### src/rtl/pwm_pkg.sv
// pwm_pkg - shared types and defaults for the PWM link blocks.
//   pwm_state_e        : demodulator frame-tracking states
//   PWM_WIDTH          : default level width (frame = 2**PWM_WIDTH clocks)
//   PWM_TIMEOUT_FRAMES : default stuck-detection window, in frames
//   maj3()             : 3-input majority, used by the optional glitch filter
package pwm_pkg;

   typedef enum logic [1:0] {
      SEEK    = 2'd0,
      MEASURE = 2'd1,
      STUCK_S = 2'd2
   } pwm_state_e;

   localparam int PWM_WIDTH          = 8;
   localparam int PWM_TIMEOUT_FRAMES = 2;

   function automatic logic maj3(input logic a, input logic b, input logic c);
      return (a & b) | (a & c) | (b & c);
   endfunction

endpackage

### src/rtl/pwm_input_sync.sv
// pwm_input_sync - input conditioning for the PWM demodulator.
//   CLK, RST : clock, synchronous active-high reset
//   PWM_IN   : asynchronous PWM line
//   s        : synchronised (optionally filtered) level
//   rise     : one-cycle strobe, s went 0 -> 1
// Build option: PWM_DEMOD_GLITCH_FILTER_EN adds a 3-tap majority filter after
// the 2-flop synchroniser (latency 4 instead of 2, single-cycle glitches removed).
module pwm_input_sync
   import pwm_pkg::*;
(
   input  logic CLK,
   input  logic RST,
   input  logic PWM_IN,
   output logic s,
   output logic rise
);

   logic sync1_q, sync1_d;
   logic sync2_q, sync2_d;
   logic s_d_q, s_d_d;

`ifdef PWM_DEMOD_GLITCH_FILTER_EN
   logic tap1_q, tap1_d;
   logic tap2_q, tap2_d;
   logic filt_q, filt_d;

   always_comb begin
      tap1_d = sync2_q;
      tap2_d = tap1_q;
      filt_d = maj3(sync2_q, tap1_q, tap2_q);
   end

   always_ff @(posedge CLK) begin
      if (RST) begin
         tap1_q <= 1'b0;
         tap2_q <= 1'b0;
         filt_q <= 1'b0;
      end else begin
         tap1_q <= tap1_d;
         tap2_q <= tap2_d;
         filt_q <= filt_d;
      end
   end

   assign s = filt_q;
`else
   assign s = sync2_q;
`endif

   always_comb begin
      sync1_d = PWM_IN;
      sync2_d = sync1_q;
      s_d_d   = s;
   end

   always_ff @(posedge CLK) begin
      if (RST) begin
         sync1_q <= 1'b0;
         sync2_q <= 1'b0;
         s_d_q   <= 1'b0;
      end else begin
         sync1_q <= sync1_d;
         sync2_q <= sync2_d;
         s_d_q   <= s_d_d;
      end
   end

   assign rise = s & ~s_d_q;

endmodule

### src/rtl/pwm_demodulator.sv
// pwm_demodulator - recovers the duty level of a fixed-frame PWM stream.
//   WIDTH          : level width, frame length PERIOD = 2**WIDTH clocks
//   TIMEOUT_FRAMES : frames without a rising edge before STUCK is raised
//   CLK, RST       : clock, synchronous active-high reset
//   PWM_IN         : asynchronous PWM input
//   LEVEL          : last recovered level (registered)
//   VALID          : one-cycle pulse when LEVEL is written
//   STUCK          : input has shown no rising edge for TIMEOUT clocks
//   PERIOD_ERR     : one-cycle pulse, a completed frame was not PERIOD long
// Build option: PWM_DEMOD_GLITCH_FILTER_EN (see pwm_input_sync).
module pwm_demodulator
   import pwm_pkg::*;
#(
   parameter int WIDTH          = PWM_WIDTH,
   parameter int TIMEOUT_FRAMES = PWM_TIMEOUT_FRAMES
) (
   input  logic             CLK,
   input  logic             RST,
   input  logic             PWM_IN,
   output logic [WIDTH-1:0] LEVEL,
   output logic             VALID,
   output logic             STUCK,
   output logic             PERIOD_ERR
);

   localparam int PERIOD  = 2**WIDTH;
   localparam int TIMEOUT = TIMEOUT_FRAMES * PERIOD;
   localparam int CW      = $clog2(TIMEOUT + 1);

   localparam logic [CW-1:0] PERIOD_C  = CW'(PERIOD);
   localparam logic [CW-1:0] TO_C      = CW'(TIMEOUT);
   localparam logic [CW-1:0] TO_M1_C   = CW'(TIMEOUT - 1);
   localparam logic [CW-1:0] ONE_C     = CW'(1);

   logic s, rise;

   pwm_input_sync u_sync (
      .CLK    (CLK),
      .RST    (RST),
      .PWM_IN (PWM_IN),
      .s      (s),
      .rise   (rise)
   );

   pwm_state_e       state_q, state_d;
   logic [CW-1:0]    p_q, p_d;
   logic [CW-1:0]    h_q, h_d;
   logic [WIDTH-1:0] level_q, level_d;
   logic             valid_q, valid_d;
   logic             stuck_q, stuck_d;
   logic             perr_q, perr_d;

   logic [CW-1:0]    p_inc, h_inc;

   always_comb begin
      state_d = state_q;
      p_d     = p_q;
      h_d     = h_q;
      level_d = level_q;
      valid_d = 1'b0;
      stuck_d = stuck_q;
      perr_d  = 1'b0;

      // Counters saturate so a dead line can never wrap back into range.
      p_inc = (p_q == TO_C) ? p_q : p_q + ONE_C;
      h_inc = (s && (h_q != TO_C)) ? h_q + ONE_C : h_q;

      case (state_q)
         SEEK: begin
            if (rise) begin
               state_d = MEASURE;
               p_d     = ONE_C;
               h_d     = ONE_C;
            end else if (p_q == TO_M1_C) begin
               state_d = STUCK_S;
               stuck_d = 1'b1;
               level_d = {WIDTH{s}};
               valid_d = 1'b1;
            end else begin
               p_d = p_inc;
            end
         end
         MEASURE: begin
            // Rise closes the frame and also starts the next one; the rise
            // cycle itself is high, hence p = h = 1.
            if (rise) begin
               if (p_q == PERIOD_C) begin
                  level_d = h_q[WIDTH-1:0];
                  valid_d = 1'b1;
               end else begin
                  perr_d = 1'b1;
               end
               p_d = ONE_C;
               h_d = ONE_C;
            end else if (p_q == TO_M1_C) begin
               state_d = STUCK_S;
               stuck_d = 1'b1;
               level_d = {WIDTH{s}};
               valid_d = 1'b1;
            end else begin
               p_d = p_inc;
               h_d = h_inc;
            end
         end
         STUCK_S: begin
            // The frame following recovery is only opened, never reported.
            if (rise) begin
               state_d = MEASURE;
               p_d     = ONE_C;
               h_d     = ONE_C;
               stuck_d = 1'b0;
            end
         end
         default: state_d = SEEK;
      endcase
   end

   always_ff @(posedge CLK) begin
      if (RST) begin
         state_q <= SEEK;
         p_q     <= '0;
         h_q     <= '0;
         level_q <= '0;
         valid_q <= 1'b0;
         stuck_q <= 1'b0;
         perr_q  <= 1'b0;
      end else begin
         state_q <= state_d;
         p_q     <= p_d;
         h_q     <= h_d;
         level_q <= level_d;
         valid_q <= valid_d;
         stuck_q <= stuck_d;
         perr_q  <= perr_d;
      end
   end

   assign LEVEL      = level_q;
   assign VALID      = valid_q;
   assign STUCK      = stuck_q;
   assign PERIOD_ERR = perr_q;

endmodule

### config.mk
export PLATFORM = sky130hd
export DESIGN_NAME = pwm_demodulator
export DESIGN_NICKNAME = d
export VERILOG_FILES = /design/src/rtl/pwm_pkg.sv /design/src/rtl/pwm_input_sync.sv /design/src/rtl/pwm_demodulator.sv
export SDC_FILE = /design/constraint.sdc
export NUM_CORES = 1
export LEC_CHECK = 0
export ABC_AREA = 1
export CAP_MARGIN = 20
export CORE_MARGIN = 10
export CORE_UTILIZATION = 50
export CTS_CLUSTER_DIAMETER = 30
export CTS_CLUSTER_SIZE = 40
export DETAILED_ROUTE_END_ITERATION = 10
export PLACE_DENSITY = 0.69
export SYNTH_ARGS = -nofsm -noshare
export SYNTH_HDL_FRONTEND = slang
export SYNTH_SLANG_ARGS = --single-unit
export TNS_END_PERCENT = 20
### constraint.sdc
create_clock -name CLK -period 2.05 [get_ports CLK]
set_clock_uncertainty 0.05 [all_clocks]
set_input_delay 0.205 -clock CLK [delete_from_list [all_inputs] [get_ports CLK]]
set_output_delay 0.205 -clock CLK [all_outputs]
set_load 0.005 [all_outputs]
# Yosys cells after proc, flatten, opt, wreduce, memory -nomap -nowiden
# Cells that the tools add are included.
# Widths: inputs -> output; s select.
[totals] register_bits=36 input_bits=3 output_inout_bits=11 elab_cells=75
[op_classes] n_addsub=2 n_eq_ne=17 n_mux=29 bitwise=4 reduce_logical=13
[op_table] cell="$mux 10" count=7
[op_table] cell="$pmux 10 s2" count=2
[op_table] cell="$mux 8" count=4
[op_table] cell="$add 10x1->10 const B" count=2
[op_table] cell="$eq 10x9->1 const B" count=2
[op_table] cell="$pmux 8 s2" count=1
[op_table] cell="$ne 3x3->1 const B" count=5
[op_table] cell="$reduce_and 4->1" count=3
[op_table] cell="$eq 10x10->1 const B" count=1
[op_table] cell="$ne 10x10->1 const B" count=1
[op_table] cell="$mux 1" count=8
[op_table] cell="$mux 2" count=4
[op_table] cell="$ne 2x2->1 const B" count=4
[op_table] cell="$pmux 2 s3" count=1
[op_table] cell="$reduce_bool 2->1" count=3
[op_table] cell="$ne 2x1->1 const B" count=2
[op_table] cell="$pmux 1 s2" count=2
[op_table] cell="$reduce_or 2->1" count=2
[op_table] cell="$not 1->1" count=3
[op_table] cell="$reduce_and 3->1" count=1
[op_table] cell="$reduce_or 3->1" count=1
[op_table] cell="$eq 2x1->1 const B" count=1
[op_table] cell="$eq 2x2->1 const B" count=1
[op_table] cell="$logic_not 2->1" count=1
[op_table] cell="other kinds (3)" count=3

# Depth between registers and ports, before layout
# Gate-level depths: netlist of the first run.
[logic_depth] depth_word=6 depth_mapped=11 ltp_nobuf=11

# By module
# Synthesis of the first run repeated with hierarchy kept, for this count alone.
[unflattened] hier_cells=330 hier_area_um2=2070.7
[modules_own_cells] mod="pwm_demodulator" instances=1 cells_per_inst=320 area_per_inst_um2=1984.4
[modules_own_cells] mod="pwm_input_sync" instances=1 cells_per_inst=10 area_per_inst_um2=86.3

# Least setup slack after synthesis of the first run
# OpenSTA, ideal clock, no wires.
[synth_timing] kind="register to register" startpoint="register p_q[0]" endpoint="register h_q[0]" setup_time_ns=0.121 arrival_ns=1.332 path_slack_ns=0.547 path_stages_with_launch=10 n_path_buf=1 synth_period_minus_slack_ns=1.503 cell_sequence="dfxtp_1 -> ha_1 -> nand3_1 -> nor2_2 -> nand3_1 -> nand2_2 -> nor2_4 -> buf_8 -> o21ai_1 -> a21oi_2"
[synth_between] elab_chain_len=3
[synth_rtl] item="start, declared" line="pwm_demodulator.sv:46" source="logic [CW-1:0] p_q, p_d;"
[synth_rtl] item="start signal, assigned" line="pwm_demodulator.sv:129" source="p_q <= p_d;"
[synth_rtl] item="$eq 10x9->1" line="pwm_demodulator.sv:95" source="end else if (p_q == TO_M1_C) begin"
[synth_rtl] item="$ne 3x3->1 (no line)"
[synth_rtl] item="$reduce_and 4->1 (no line)"
[synth_rtl] item="end signal, assigned" line="pwm_demodulator.sv:122" source="h_q <= '0;"
[synth_rtl] item="end signal, assigned" line="pwm_demodulator.sv:130" source="h_q <= h_d;"
[synth_rtl] item="end, declared" line="pwm_demodulator.sv:47" source="logic [CW-1:0] h_q, h_d;"
# No other way between the ends.
# A chain may end at the register's enable or synchronous reset.

# Worst setup path after layout of the first run
[layout_timing] startpoint="register h_q[1]" endpoint="register h_q[1]"
[layout_between] elab_chain_len=5
[layout_rtl] item="$add 10x1->10" line="pwm_demodulator.sv:66" source="h_inc = (s && (h_q != TO_C)) ? h_q + ONE_C : h_q;"
[layout_rtl] item="$mux 10" line="pwm_demodulator.sv:66"
[layout_rtl] item="$mux 10" line="pwm_demodulator.sv:95"
[layout_rtl] item="$mux 10" line="pwm_demodulator.sv:86" source="if (rise) begin"
[layout_rtl] item="$pmux 10 s2" line="pwm_demodulator.sv:68" source="case (state_q)"
# Several ways; a longest one is shown, not always the timed one. The select of a mux whose other input is x is not followed.

==> metrics, run 1 <==
CTS clk-pin slew, worst paths 70 ps; Post-CTS Setup Inserts 0; fmax 545 MHz; largest family of logic cells by synthesized area simple AND/OR/NAND/NOR gates; via count 2,034; startpoint types flop; clock buffer depth 2; XOR/XNOR Fraction of Synth Area 0; Yosys top cell by area dfxtp_1; max-cap violations 0; R2R Setup Slk 220 ps; largest net degree at the start of global routing 22; Seq cells post-synth 36; clock buffer count from CTS 5; CTS sink cnt 36; placed insts 404; peak supply drop 0.000304 V; initial antenna violation count 0; drt pass-1 iters 4; FF-to-FF End h_q[1]; Fillers 470; Finish-stage setup viols 0; Chip Height 86.4 µm; Fin Setup TNS 0 ps; Cell Rows 24; Core ar. 4320 µm²; share of cells above drive strength 1 0.125; Post-Syn Instances 346; mux contribution to synthesized area 0; placer congestion estimate 0.878; worst flop-to-flop path startpoint h_q[1]; kind of critical path reg2reg; Worst path slowest cell dfxtp_1; Final min period 1830 ps; die width 86.4 µm; sequential-to-total area share from yosys stat 0.327; IO buf count 13; CP required 2190 ps; vias in the first global route 1,821; Initial Util 0.509; Hold Crit Endpoint u_sync.s; H-tree depth 2; DIE AREA 7460 µm²; Remaining Overflow, GRT 0; Skew-Pair Late Insertion Delay 290 ps; mapped cell area 2200 µm²; Design Area, Final 2430 µm²; Remaining DRCs 0; RSZ-0062 raised after global routing false; first-pass GRT wire length 8.27 mm; Synth Area in Compound Gates 0.111; yosys warns 0; average wire per standard cell 11.6 µm; Mapped Avg Cell Area 6.36 µm²; worst reg-to-reg path cell count 10; Synth top area share 0.327; Root Buffer clkbuf_8; final WL 4.79 mm; total power 1340 µW; Least-Margin Pin Slew 623 ps; Hold Path Class reg2reg; Final nets 366; CTS tree yes; Max Slew Vio Count 0; dpl cell area 2340 µm²; Ports 14; crit-path max FO 12; Hold Path Origin u_sync.sync1_q; Pleak 0.00108 µW; Area contributors post-synth dfxtp_1, nand2_1, inv_1; Setup WS post-layout 215 ps; Cell Pwr Density 549 nW/µm²; syn_nets 353; Post-CTS Hold Buffers 0; adder-cell share of the synthesized area 0.0227; Via-to-Cell Ratio 4.94; CP endpoint kind flop; non-filler cells, final 412; Rel. slew slack 0.583; Distinct cells, synth 31; n_diodes 0; crit share post-route 0.895; Place WS 233 ps; Simple-Gate Fraction of Synth Area 0.415; GRT Total Usage 0.133; arrival time at the worst endpoint 1970 ps; Iter 0 DRT Violations 152; post-CTS resize count 0; max incr delay on CP 420 ps; Final ANT Viol Nets 0; worst path cell trace inv_1 -> ha_1 -> nand2_1 -> nor2_1 -> nand3_1 -> nand2_1 -> nor2_4 -> inv_2 -> o21ai_1 -> nor2_1; endpoints failing hold 0; Worst Hold Depth 2; Final HPWL DP 3.53 mm; synth-to-layout area growth 10.6%; status complete, no violations
-- layout by cell type (no fill, tap or decap) --
cell | Yosys | final
nor3_2 | 1 | 1
clkbuf_8 | 0 | 6
nor2_1 | 44 | 44
o21ai_2 | 2 | 2
nand3_1 | 28 | 28
ha_1 | 4 | 4
clkbuf_1 | 1 | 2
nand2_4 | 2 | 2
buf_4 | 1 | 2
nand3_2 | 4 | 4
a21oi_2 | 7 | 7
nand4_1 | 3 | 3
o21ai_0 | 16 | 16
or2_2 | 1 | 1
inv_1 | 50 | 50
a21boi_2 | 1 | 1
nor2_2 | 3 | 3
nor2_4 | 1 | 1
nor3_1 | 2 | 2
dfxtp_1 | 36 | 36
nand2_2 | 10 | 10
inv_4 | 1 | 1
nor2_8 | 1 | 1
inv_2 | 3 | 3
clkdlybuf4s50_1 | 0 | 13
nand2_1 | 100 | 100
a21oi_1 | 13 | 13
nor4_1 | 2 | 2
o21ai_1 | 2 | 2
-- per-stage QoR --
stage                      util  hold slack (ps)
final                     0.563              357
after global routing      0.563              388
after CTS                 0.563              361
after detailed placement  0.542              351
after global placement    0.542              360
after floorplan               -              234
-- state kept, by name, indices dropped and copies added (netlist names) --
signal / count
PERIOD_ERR: 1
VALID: 1
LEVEL: 8
state_q: 2
u_sync.s: 1
u_sync.s_d_q: 1
h_q: 10
u_sync.sync1_q: 1
p_q: 10
STUCK: 1
-- synth_stat cells --
library cell and instances:
a21boi_2 1, a21oi_1 13, a21oi_2 7, buf_1 1, buf_2 3, buf_4 1, buf_6 2, buf_8 1
clkbuf_1 1, dfxtp_1 36, ha_1 4, inv_1 50, inv_2 3, inv_4 1, nand2_1 100, nand2_2 10
nand2_4 2, nand3_1 28, nand3_2 4, nand4_1 3, nor2_1 44, nor2_2 3, nor2_4 1, nor2_8 1
nor3_1 2, nor3_2 1, nor4_1 2, o21ai_0 16, o21ai_1 2, o21ai_2 2, or2_2 1
-- logic make-up (layout without fill, tap and decap cells) --
logic type	count (synthesis)	count (layout)
AO/OA/AOI/OAI	41	41
adder cells (fa/ha/maj)	4	4
buffers and inverters	63	77
flip-flops	36	36
AND/OR/NAND/NOR	202	202
-- area by class of cell --
cell class	count	area (µm²)	area share
Sequential cell	36	721	0.296
Multi-Input combinational cell	247	1210	0.496
Clock buffer	8	90.1	0.0370
Timing Repair Buffer	15	145	0.0596
Tap cell	52	65.1	0.0267
Inverter	54	205	0.0843
-- worst max-delay path: cells and delay by family, from the launching register on --
family	cells	cell delay [ps]
AND/OR/NAND/NOR	6	670
AO/OA/AOI/OAI	1	150
adder cells (fa/ha/maj)	1	190
buffers and inverters	2	240
flip-flops	1	420
-- layer usage --
layer | wire length [µm] | global-route usage | part of all wire
met4 | 65 | 0.0501 | 0.014
met1 | 2430 | 0.182 | 0.51
met2 | 1980 | 0.187 | 0.41
met5 | 0 | 0 | 0
met3 | 315 | 0.0450 | 0.066
-- power breakdown --
| group | leakage [µW] | total (µW) | internal, µW | switching (µW) |
|---|---|---|---|---|
| Combinational | 0.000740 | 87.9 | 29.8 | 58.1 |
| Sequential | 0.000291 | 723 | 711 | 12.3 |
| Clock | 0.0000455 | 526 | 274 | 252 |
| Total | 0.00108 | 1340 | 1010 | 322 |
-- worst max path at each step --
stage,slack (ps),end,start
after CTS,210,h_q[1],h_q[1]
after detailed placement,230,h_q[1],h_q[1]
after global placement,260,h_q[1],h_q[1]
after floorplan,550,h_q[0],p_q[0]
after global routing,20,h_q[1],h_q[1]
final,220,h_q[1],h_q[1]
Power figures use the tool's default switching activity.
==> run 2, diff against run 1 <==
--- a/config.mk
+++ b/config.mk
@@ -6,8 +6,7 @@
 export NUM_CORES = 1
 export LEC_CHECK = 0
 export ABC_AREA = 1
-export CAP_MARGIN = 20
-export CORE_MARGIN = 10
+export CORE_ASPECT_RATIO = 1.1
 export CORE_UTILIZATION = 50
 export CTS_CLUSTER_DIAMETER = 30
 export CTS_CLUSTER_SIZE = 40
==> run 2 against run 1 <==
Effect of this change: non-clock buffer count did not move; sequential power barely moved; fmax rose by 1.2%; final cell count fell by 0.24%; die area fell by 37%; via count fell by 0.20%; clock-buffer cell count fell by 2; design area fell by 0.51%; worst setup slack improved by 23 ps; register-to-register slack improved by 20 ps; total power fell by 3.9%; critical path type unchanged; highest routed layer unchanged.
==> metrics, run 2 (synthesized netlist as in run 1, its figures left out) <==
endpoints failing hold 0; status complete, no violations; Cell Rows 24; drt pass-1 iters 4; synth-to-layout area growth 10.0%; crit share post-route 0.884; sw frac 0.244; RSZ-0062 raised after global routing false; clock buffer depth 2; Root Buffer clkbuf_8; Pleak 0.00107 µW; Via-to-Cell Ratio 4.94; fmax 552 MHz; worst path cell trace inv_1 -> ha_1 -> nand2_1 -> nor2_1 -> nand3_1 -> nand2_1 -> nor2_4 -> inv_2 -> o21ai_1 -> nor2_1; clock buffer count from CTS 5; CTS clk-pin slew, worst paths 70 ps; share of cells above drive strength 1 0.125; Ports 14; Finish-stage setup viols 0; initial antenna violation count 0; commonest cells after routing, fill and taps aside nand2_1, inv_1, nor2_1, dfxtp_1, nand3_1; R2R Setup Slk 240 ps; die width 65.3 µm; Buf/Inv on CP 2; largest net degree at the start of global routing 22; Max Slew Vio Count 0; Post-CTS Setup Inserts 0; n_diodes 0; Final min period 1810 ps; via count 2,030; commonest non-fill, non-tap cell in the layout nand2_1; smallest hold slack 367 ps; Remaining DRCs 0; max incr delay on CP 410 ps; final WL 4.60 mm; average wire per standard cell 11.2 µm; kind of critical path reg2reg; first-pass GRT wire length 8.12 mm; post-CTS resize count 0; Clock power frac 0.369; Worst path slowest cell dfxtp_1; Final nets 366; NetSw 314 µW; CTS tree yes; CTS sink cnt 36; Iter 0 DRT Violations 114; peak supply drop 0.000431 V; Final HPWL DP 3.38 mm; Final ANT Viol Nets 0; Fillers 421; crit-path max FO 12; arrival time at the worst endpoint 1940 ps; part of the power in combinational logic 0.068; DIE AREA 4670 µm²; GRT Total Usage 0.225; Hold Path Class reg2reg; Post-CTS Hold Buffers 0; Least-Margin Pin Slew 600 ps; max-cap violations 0; Skew-Pair Late Insertion Delay 290 ps; Cell Pwr Density 530 nW/µm²; Core ar. 4080 µm²; Rel. slew slack 0.598; startpoint types flop; post-layout util 0.593; sequential power share 0.563; Pint 971 µW; Initial Util 0.539; H-tree depth 2; Chip Height 71.6 µm; Remaining Overflow, GRT 0; crit-path leading delay family simple AND/OR/NAND/NOR gates; Fin Setup TNS 0 ps; CP required 2180 ps; placer congestion estimate 0.900; IO buf count 13; vias in the first global route 1,748; CP endpoint kind flop
run 2: path summary, 6_finish.rpt:
check                       from  endpoint  cells after the start
hold reg to reg   u_sync.sync1_q  u_sync.s                      2
setup reg to reg          h_q[1]    h_q[1]                     10
hold / removal    u_sync.sync1_q  u_sync.s                      2
setup / recovery          h_q[1]    h_q[1]                     10
run 2: cell type report:
cell class | instances | area (µm²) | share of cell area
multi-input combinational | 247 | 1210 | 0.499
sequential | 36 | 721 | 0.298
inverter | 54 | 205 | 0.0847
timing repair buffer | 15 | 145 | 0.0599
clock buffer | 6 | 72.6 | 0.0300
tap | 52 | 65.1 | 0.0269
clock inverter | 1 | 5.00 | 0.00207
run 2: tightest hold or removal path: cells and delay by family (launching register included):
family	cells	cell delay, ps
and+or+nand+nor	1	40
buffers and inverters	1	40
DFF	1	300
run 2: metal layers:
| layer | part of all wire | wire length [µm] | GRT usage |
|---|---|---|---|
| met5 | 0 | 0 | 0 |
| met4 | 0.017 | 78 | 0.0894 |
| met3 | 0.040 | 184 | 0.0494 |
| met2 | 0.42 | 1950 | 0.315 |
| met1 | 0.52 | 2390 | 0.332 |
run 2: power groups by stage:
stage | combinational, µW | clock, µW | sequential, µW
detailed placement | 87.5 | 0 | 739
CTS | 88.3 | 496 | 722
global route | 98.6 | 526 | 723
global placement | 86.8 | 0 | 738
floorplan | 68.5 | 0 | 735
finish | 87.5 | 475 | 723
run 2: metrics by stage:
stage | setup WS [ps] | cell area [µm²] | cells | total power (µW)
2_1_floorplan | 547 | 2200 | 346 | 803
3_3_place_gp | 249 | 2340 | 404 | 825
3_5_place_dp | 250 | 2340 | 404 | 826
4_1_cts | 223 | 2420 | 411 | 1310
5_1_grt | 97.0 | 2420 | 411 | 1350
6_report | 238 | 2420 | 411 | 1280
==> run 3, diff against run 2 <==
--- a/config.mk
+++ b/config.mk
@@ -6,6 +6,7 @@
 export NUM_CORES = 1
 export LEC_CHECK = 0
 export ABC_AREA = 1
+export CAP_MARGIN = 30
 export CORE_ASPECT_RATIO = 1.1
 export CORE_UTILIZATION = 50
 export CTS_CLUSTER_DIAMETER = 30
==> results of run 3 <==
Same layout as run 2: the final DEF is identical, and so are final timing and power.
